File: src/rtl/axi_pkg.sv
// Shared AXI definitions for the AW/W/B/AR channel blocks.
// Holds the burst-type enum, the AXI3 field widths and the normal-access lock
// encoding. There are no ports; the other files import this package.
package axi_pkg;

  typedef enum logic [1:0] {
    FIXED = 2'b00,
    INCR  = 2'b01,
    WRAP  = 2'b10
  } burst_t;

  localparam int AXI_LEN_W   = 4;
  localparam int AXI_SIZE_W  = 3;
  localparam int AXI_BURST_W = 2;
  localparam int AXI_LOCK_W  = 2;
  localparam int AXI_CACHE_W = 4;
  localparam int AXI_PROT_W  = 3;
  localparam int AXI_QOS_W   = 4;

  localparam logic [AXI_LOCK_W-1:0] AWLOCK_NORMAL = 2'b00;

endpackage

File: src/rtl/axi_rr_arbiter.sv
// Round-robin arbiter.
// Grants the first requester after the pointer, wrapping modulo N. The pointer
// moves to the granted index only when advance is high, so a grant that is
// not taken does not rotate priority.
// Ports:
//   clk, rst   clock, synchronous active-high reset (pointer -> N-1)
//   req        N request lines
//   advance    grant is consumed this cycle; pointer takes grant_idx
//   grant      one-hot grant (zero when no request)
//   grant_idx  index of the granted requester
//   any        at least one request present
module axi_rr_arbiter #(
  parameter int N = 4,
  localparam int IW = $clog2(N)
) (
  input  logic          clk,
  input  logic          rst,
  input  logic [N-1:0]  req,
  input  logic          advance,
  output logic [N-1:0]  grant,
  output logic [IW-1:0] grant_idx,
  output logic          any
);

  logic [IW-1:0] ptr;
  logic [IW-1:0] cand [N];

  // Candidate order: ptr+1, ptr+2, ..., ptr (modulo N).
  always_comb begin
    for (int i = 0; i < N; i++) begin
      cand[i] = IW'((int'(ptr) + i + 1) % N);
    end
  end

  always_comb begin
    grant     = '0;
    grant_idx = '0;
    any       = 1'b0;
    for (int i = 0; i < N; i++) begin
      if (!any && req[cand[i]]) begin
        any              = 1'b1;
        grant[cand[i]]   = 1'b1;
        grant_idx        = cand[i];
      end
    end
  end

  always_ff @(posedge clk) begin
    if (rst) begin
      ptr <= IW'(N - 1);
    end else if (advance) begin
      ptr <= grant_idx;
    end
  end

endmodule

File: src/rtl/axi_aw_arbiter.sv
// AXI write-address arbiter.
// Shares one AW master channel between NUM_REQ write-DMA requesters with
// round-robin priority. The requester index is placed in the top bits of
// awid so B responses can be routed back, and each requester is limited to
// MAX_OUTSTANDING writes counted from acceptance to B handshake.
// Ports:
//   clk, rst                 clock, synchronous active-high reset
//   req_valid / req_ready    per-requester handshake (ready is one-hot)
//   req_id/addr/len/size/burst/prot/qos   packed per-requester AW fields
//   m_aw*                    AW master channel (registered outputs)
//   b_valid/b_ready/b_id     snooped B channel, releases in-flight budget
//   outstanding              packed 8-bit in-flight count per requester
//   err_underflow            sticky: B seen for a requester with count 0
//
// state  | meaning
// S_IDLE | output register empty, m_awvalid low
// S_HOLD | output register full, m_awvalid high until m_awready
module axi_aw_arbiter
  import axi_pkg::*;
#(
  parameter int          NUM_REQ         = 4,
  parameter int          ID_MAX_WIDTH    = 16,
  parameter int          ADDR_WIDTH      = 32,
  parameter int          MAX_OUTSTANDING = 8,
  parameter logic [3:0]  AWCACHE_VAL     = 4'b0011,
  localparam int         IDX_W           = $clog2(NUM_REQ),
  localparam int         LID_W           = ID_MAX_WIDTH - IDX_W
) (
  input  logic                          clk,
  input  logic                          rst,
  input  logic [NUM_REQ-1:0]            req_valid,
  output logic [NUM_REQ-1:0]            req_ready,
  input  logic [NUM_REQ*LID_W-1:0]      req_id,
  input  logic [NUM_REQ*ADDR_WIDTH-1:0] req_addr,
  input  logic [NUM_REQ*4-1:0]          req_len,
  input  logic [NUM_REQ*3-1:0]          req_size,
  input  logic [NUM_REQ*2-1:0]          req_burst,
  input  logic [NUM_REQ*3-1:0]          req_prot,
  input  logic [NUM_REQ*4-1:0]          req_qos,
  output logic                          m_awvalid,
  input  logic                          m_awready,
  output logic [ID_MAX_WIDTH-1:0]       m_awid,
  output logic [ADDR_WIDTH-1:0]         m_awaddr,
  output logic [3:0]                    m_awlen,
  output logic [2:0]                    m_awsize,
  output logic [1:0]                    m_awburst,
  output logic [1:0]                    m_awlock,
  output logic [3:0]                    m_awcache,
  output logic [2:0]                    m_awprot,
  output logic [3:0]                    m_awqos,
  input  logic                          b_valid,
  input  logic                          b_ready,
  input  logic [ID_MAX_WIDTH-1:0]       b_id,
  output logic [NUM_REQ*8-1:0]          outstanding,
  output logic                          err_underflow
);

  typedef enum logic {S_IDLE, S_HOLD} state_t;

  localparam logic [7:0] CNT_MAX = 8'(MAX_OUTSTANDING);

  state_t state;

  logic [LID_W-1:0]       id_a    [NUM_REQ];
  logic [ADDR_WIDTH-1:0]  addr_a  [NUM_REQ];
  logic [AXI_LEN_W-1:0]   len_a   [NUM_REQ];
  logic [AXI_SIZE_W-1:0]  size_a  [NUM_REQ];
  logic [AXI_BURST_W-1:0] burst_a [NUM_REQ];
  logic [AXI_PROT_W-1:0]  prot_a  [NUM_REQ];
  logic [AXI_QOS_W-1:0]   qos_a   [NUM_REQ];
  logic [7:0]             cnt     [NUM_REQ];

  logic [NUM_REQ-1:0] elig;
  logic [NUM_REQ-1:0] grant;
  logic [NUM_REQ-1:0] inc;
  logic [NUM_REQ-1:0] dec;
  logic [NUM_REQ-1:0] uf_hit;
  logic [IDX_W-1:0]   grant_idx;
  logic [IDX_W-1:0]   b_src;
  logic               any;
  logic               advance;
  logic               b_fire;
  logic               unused_bid_low;

  genvar r;
  generate
    for (r = 0; r < NUM_REQ; r++) begin : g_req
      assign id_a[r]    = req_id[r*LID_W +: LID_W];
      assign addr_a[r]  = req_addr[r*ADDR_WIDTH +: ADDR_WIDTH];
      assign len_a[r]   = req_len[r*4 +: 4];
      assign size_a[r]  = req_size[r*3 +: 3];
      assign burst_a[r] = req_burst[r*2 +: 2];
      assign prot_a[r]  = req_prot[r*3 +: 3];
      assign qos_a[r]   = req_qos[r*4 +: 4];

      assign elig[r]   = req_valid[r] && (cnt[r] < CNT_MAX);
      assign inc[r]    = req_valid[r] && req_ready[r];
      assign dec[r]    = b_fire && (b_src == IDX_W'(r));
      assign uf_hit[r] = dec[r] && (cnt[r] == 8'd0);
      assign outstanding[r*8 +: 8] = cnt[r];

      // Simultaneous inc and dec cancel; a dec at zero is flagged, not applied.
      always_ff @(posedge clk) begin
        if (rst) begin
          cnt[r] <= 8'd0;
        end else if (inc[r] && !dec[r]) begin
          cnt[r] <= cnt[r] + 8'd1;
        end else if (dec[r] && !inc[r] && cnt[r] != 8'd0) begin
          cnt[r] <= cnt[r] - 8'd1;
        end
      end
    end
  endgenerate

  // Source indices >= NUM_REQ never match any dec[r] and are dropped.
  assign b_fire         = b_valid && b_ready;
  assign b_src          = b_id[ID_MAX_WIDTH-1 -: IDX_W];
  assign unused_bid_low = ^b_id[LID_W-1:0];

  // The output register can take a new request when empty, or when its
  // current content is leaving this cycle (back-to-back issue).
  assign advance   = !rst && any && ((state == S_IDLE) || m_awready);
  assign req_ready = {NUM_REQ{advance}} & grant;
  assign m_awlock  = AWLOCK_NORMAL;

  axi_rr_arbiter #(.N(NUM_REQ)) u_rr (
    .clk       (clk),
    .rst       (rst),
    .req       (elig),
    .advance   (advance),
    .grant     (grant),
    .grant_idx (grant_idx),
    .any       (any)
  );

  always_ff @(posedge clk) begin
    if (rst) begin
      state     <= S_IDLE;
      m_awvalid <= 1'b0;
      m_awid    <= '0;
      m_awaddr  <= '0;
      m_awlen   <= '0;
      m_awsize  <= '0;
      m_awburst <= '0;
      m_awcache <= '0;
      m_awprot  <= '0;
      m_awqos   <= '0;
    end else if (advance) begin
      state     <= S_HOLD;
      m_awvalid <= 1'b1;
      m_awid    <= {grant_idx, id_a[grant_idx]};
      m_awaddr  <= addr_a[grant_idx];
      m_awlen   <= len_a[grant_idx];
      m_awsize  <= size_a[grant_idx];
      m_awburst <= burst_a[grant_idx];
      m_awcache <= AWCACHE_VAL;
      m_awprot  <= prot_a[grant_idx];
      m_awqos   <= qos_a[grant_idx];
    end else if (state == S_HOLD && m_awready) begin
      state     <= S_IDLE;
      m_awvalid <= 1'b0;
    end
  end

  always_ff @(posedge clk) begin
    if (rst) begin
      err_underflow <= 1'b0;
    end else if (|uf_hit) begin
      err_underflow <= 1'b1;
    end
  end

endmodule

File: config.mk
export PLATFORM = sky130hd
export DESIGN_NAME = axi_aw_arbiter
export DESIGN_NICKNAME = d
export VERILOG_FILES = /design/src/rtl/axi_pkg.sv /design/src/rtl/axi_rr_arbiter.sv /design/src/rtl/axi_aw_arbiter.sv
export SDC_FILE = /design/constraint.sdc
export NUM_CORES = 1
export LEC_CHECK = 0
export ABC_CLOCK_PERIOD_IN_PS = 12800
export CAP_MARGIN = 20
export CORE_AREA = 2 2 148 150
export CTS_CLUSTER_SIZE = 14
export DETAILED_ROUTE_END_ITERATION = 7
export DIE_AREA = 0 0 150 152
export PLACE_DENSITY_LB_ADDON = 0.12
export SLEW_MARGIN = 25
export SYNTH_ARGS = -nofsm -noshare
export SYNTH_HDL_FRONTEND = slang
export SYNTH_SLANG_ARGS = --single-unit
File: constraint.sdc
create_clock -name clk -period 12.8 [get_ports clk]
set_input_delay 3.84 -clock clk [delete_from_list [all_inputs] [get_ports clk]]
set_output_delay 3.84 -clock clk [all_outputs]
set_load 0.01 [all_outputs]
# Yosys cells after proc, flatten, opt, wreduce, memory -nomap -nowiden
# Memory sizes are Yosys's and may differ from the RTL's.
# Index checks and enable logic that the tools add are counted.
# W data, S select, Z words.
# word_totals
reg_bits	69
ram_bits	32
in_bits	273
output_inout_bits	108
wordCells	208
n_memories	1
# memory_table
name	depth	width	rd	rd_clocked_by_memory_dff	wr	line	rtl
cnt	4	8	4	0	4	axi_aw_arbiter.sv:71	logic [7:0] cnt [NUM_REQ];
# classes
add_sub_neg	14
order_cmp	13
eq_ne	3
muxes	89
bitwise	14
reduce_logical	63
# op_table
cell	n
$bmux W32 S2	1
$mux W32	2
$mux W8	8
$mux W1	44
$logic_and A1 B1 Y1	39
$add A8 B1 Y8 const B	4
$logic_not A8 Y1	4
$lt A8 B4 Y1 const B	4
$mux W4	8
$reduce_bool A8 Y1	4
$sub A8 B1 Y8 const B	4
$bmux W14 S2	1
$mux W14	2
$bmux W4 S2	2
$bmux W3 S2	2
$logic_not A1 Y1	12
$lt A2 B3 Y1 const B	4
$mux W2	6
$mux W3	4
$or A4 B4 Y4	3
$add A2 B2 Y2 const B	5
$bmux W1 S2	4
$demux W1 S2	4
$ge A2 B1 Y1 const B	4
other kinds (13)	21

# Longest topological paths before layout
# An unclocked memory read counts as a cell.
# depth
ltp_word	27
depth_mapped	21

# Cells and area by module
# From an unflattened synthesis, not the netlist that was laid out.
# hier_totals
cells_unflattened	742
hier_area_um2	6931.6
# by_module_without_submodules
module	instances	cells_each	area_each_um2	seq_area_each_um2
axi_aw_arbiter	1	674	6384.9	2302.2
axi_rr_arbiter	1	68	546.8	40.0

# Worst setup path after synthesis
# No wires, ideal clock.
# synth_timing
path_kind	input to output
start	input port req_valid[0]
end	output port req_ready[1]
arrival_time_ns	5.960
required_time_ns	8.960
slack_ns	3.000
cell_stages	7
path_cell_list	or4b_4 > or3_1 > mux4_2 > nor4_4 > and2_1 > nor2_1 > nor2_1
# synth_between
elab_chain_len	16
elab_cells_between_ends	29
classes_between	mux: 16; bitwise: 4; reduce/logical: 9
# synth_rtl
item	line	rtl
start: declaration	axi_aw_arbiter.sv:31	input logic [NUM_REQ-1:0] req_valid,
$logic_and A1 B1 Y1 (*)	axi_aw_arbiter.sv:96	assign elig[r] = req_valid[r] && (cnt[r] < CNT_MAX);
$bmux W1 S2	axi_rr_arbiter.sv:40	if (!any && req[cand[i]]) begin
$mux W1 (implied by the code)	axi_rr_arbiter.sv:40	
$mux W1	axi_rr_arbiter.sv:40	
$logic_not A1 Y1	axi_rr_arbiter.sv:40	
$logic_and A1 B1 Y1	axi_rr_arbiter.sv:40	
$mux W1	axi_rr_arbiter.sv:40	
$logic_not A1 Y1	axi_rr_arbiter.sv:40	
$logic_and A1 B1 Y1	axi_rr_arbiter.sv:40	
$mux W1	axi_rr_arbiter.sv:40	
$logic_not A1 Y1	axi_rr_arbiter.sv:40	
$logic_and A1 B1 Y1	axi_rr_arbiter.sv:40	
$mux W1	axi_rr_arbiter.sv:40	
$logic_and A1 B1 Y1 (2 in a row)	axi_aw_arbiter.sv:122	assign advance = !rst && any && ((state == S_IDLE) || m_awready);
$and A4 B4 Y4 (*)	axi_aw_arbiter.sv:123	assign req_ready = {NUM_REQ{advance}} & grant;
end: declaration	axi_aw_arbiter.sv:32	output logic [NUM_REQ-1:0] req_ready,
# Every way passes the cells marked *; elsewhere a longest branch is shown, timed or not. The select of a mux whose other input is x is not followed.

# Worst setup path after layout
# Ends and elaborated chain as after synthesis.

==> results.tsv <==
metric	value	unit
status	complete, no violations	
critical path type	input port to output port	
CTS root buffer	clkbuf_16	
vias in the first global route	7776	
die area	0.0228	mm2
peak supply drop	0.110	mV
combinational share of power	58.7	%
MaxCap Viol Count	0	
Final setup viols	0	
grt ovf	0	
Post-Syn Area	0.00704	mm2
WL/cell	18.6	um
final hold vios	0	
startpoint types	input port	
Placement Rows	54	
DR iter-0 viols	412	
fin crit period	11.19	ns
critical path's slowest cell	clkdlybuf4s50_1	
PD cells	171	mW/mm2
Total GRT Usage	24.2	%
Ports	381	
CP endpoint kind	output port	
layout cells sized above 1	4.24	%
Sw Ratio	43.8	%
I/O Buffers	362	
P_sw	0.833	mW
Max Fanout on Critical Path	6	
first-pass iteration count of the detailed router	5	
Post-synth EDFFs	32	
largest net degree at the start of global routing	98	
leakage	4.33	nW
first-pass GRT wire length	43200	um
Sequential Power Share	26.3	%
Max-slew headroom	39.7	%
Yosys cell types	71	
leading cell types in the layout, fill and taps excluded	clkdlybuf4s50_1, nand2_1, a21oi_1	
Cell Chain, Critical Path	clkdlybuf4s50_1, or4b_4, or3_1, mux4_2, nor4_4, and2_1, nor2_1, nor2_1, clkdlybuf4s50_1	
clock buffer count from CTS	9	
gpl congestion	0.846	
hold buffers post-CTS	0	
Final period util	87.5	%
H-tree levels	3	
Pint	1.07	mW
DR DRC count	0	
Setup TNS	0	ns
max-slew violations	0	
via count	7964	
unrepaired setup endpoints after global routing	no	
DR vias/cell	5.27	
DP Worst Slack	1.63	ns
die span in y	152	um
Buf/Inv on CP	2	
fraction of registers with async set/reset	0	%
hold wc startpoint	m_awid[15]	
P&R area growth vs syn	57.6	%
initial antenna violation count	6	
CTS sink count	101	
Die Wd	150	um
Setup crit start	req_valid[0]	
clock skew	0.0112	ns
Mapped Avg Cell Area	7.79	um2
Detailed Route WL	28100	um
Clk pwr share	15.0	%
data arrival time of the worst path	7.35	ns
Worst Tran Pin Value	0.905	ns
Peak Freq	0.0893	GHz
Initial Utilization	33.0	%
R2R Setup Slk	7.11	ns
maximum root-to-sink buffer count	2	
CTS tree	built	
cell count after synthesis	904	
Synth Register Bits	101	
worst min-delay path category	register to register	
CP max stage delay	0.58	ns
worst path required time	8.96	ns
HPWL Detailed	20400	um
Final nets	1514	
post-cts resize count	0	
Worst-Skew Late Latency	0.35	ns
Hold Worst Slack	0.466	ns
Synth Flop Type	dfxtp_1	
final setup margin	1.61	ns
Worst path top cell family by delay	simple AND/OR/NAND/NOR gates	
Seq/Total Area, Yosys	33.3	%
# Post-CTS Setup Buffers	0	
commonest non-fill, non-tap cell in the layout	clkdlybuf4s50_1	
Reg clk slew, reported paths	0.07	ns
Ys Warns	0	
reg2reg start	u_rr.ptr[0]	
Final ANT Viol Nets	0	
CORE AREA	0.0214	mm2
-- state kept, by name (all words and copies together), names as in the netlist --
register / flops
m_awsize: 3
m_awlen: 4
m_awcache: 1
u_rr.ptr: 2
m_awaddr: 32
cnt: 32
m_awqos: 4
m_awid: 16
state: 1
err_underflow: 1
m_awburst: 2
m_awprot: 3
-- cell usage after synthesis (all sizes together), types with 3 or more instances --
master / count / share of area (%)
and3: 57 / 5.1
ha: 20 / 3.6
edfxtp: 32 / 14
mux2: 3 / 0.48
a22oi: 3 / 0.32
buf: 28 / 2.7
a21o: 6 / 0.64
o211ai: 3 / 0.52
a31oi: 6 / 0.53
mux2i: 10 / 1.4
a211oi: 83 / 8.8
nand2b: 9 / 0.80
nor2: 42 / 2.3
o21a: 4 / 0.43
nand3: 21 / 1.6
inv: 19 / 1.0
o22ai: 4 / 0.36
o221ai: 5 / 0.62
clkbuf: 41 / 2.2
o21ai: 12 / 0.91
nor2b: 6 / 0.53
a21oi: 138 / 9.9
nor3: 18 / 1.4
nand2: 174 / 9.3
or3: 16 / 1.4
mux4: 5 / 1.6
nor4: 5 / 0.75
and2: 22 / 2.0
dfxtp: 69 / 20
a221oi: 8 / 1.1
xnor2: 5 / 0.62
-- power by group through the flow --
| stage | sequential, mW | clock (mW) | combinational [mW] |
|---|---|---|---|
| 2_1_floorplan | 0.530 | 0 | 0.653 |
| 3_3_place_gp | 0.503 | 0 | 1.10 |
| 3_5_place_dp | 0.506 | 0 | 1.10 |
| 4_1_cts | 0.500 | 0.294 | 1.11 |
| 5_1_grt | 0.514 | 0.304 | 1.23 |
| 6_report | 0.501 | 0.285 | 1.12 |
-- metal layers --
metal | vias up | wire [um] | GRT usage, % | part of all wire, %
li1 | 3929 | - | - | -
met1 | 3753 | 11300 | 28.1 | 40
met2 | 251 | 14200 | 42.1 | 51
met3 | 29 | 1980 | 7.69 | 7.0
met4 | 2 | 558 | 7.23 | 2.0
met5 | - | 15 | 0 | 0.053
-- layout make-up --
cell class / count / area, um2
antenna: 5 / 12.5
clock buffer: 12 / 246
clock inverter: 4 / 47.5
fill: 2142 / 10200
inverter: 19 / 71.3
multi-input combinational: 718 / 4320
sequential: 101 / 2340
tap: 280 / 350
timing repair buffer: 371 / 3710
-- path summary, 6_finish.rpt --
| path | depth (start not counted) | end |
|---|---|---|
| setup / recovery | 9 | req_ready[1] |
| hold / removal | 2 | m_awid[15] |
| setup reg to reg | 19 | cnt[2][7] |
| hold reg to reg | 2 | m_awid[15] |
-- worst register-to-register path: cells and delay by family, from the launching register on --
family	cells	cell delay [ns]
XOR/XNOR	1	0.16
adder cells (fa/ha/maj)	2	0.77
flip-flops	1	0.71
AO/OA/AOI/OAI	8	1.71
AND/OR/NAND/NOR	6	1.67
buffers and inverters	2	0.41
-- cells by family after synthesis --
kind of cell,share of synthesized area (%)
compound gates,26.1
xor+xnor,0.871
fa+ha+maj,3.84
buf+inv,5.86
flops,33.3
mux,3.50
other cells,0.0532
simple gates,26.6
-- stage by stage --
stage	total power [mW]	instance area (um2)	util, %	cells
5_1_grt	2.05	11100	52.0	1510
3_5_place_dp	1.61	10800	50.4	1487
3_3_place_gp	1.61	10800	50.4	1487
4_1_cts	1.90	11100	51.8	1503
2_1_floorplan	1.18	7050	-	907
6_report	1.90	11100	52.0	1510
Note: power is estimated with default switching activity, not from simulation.
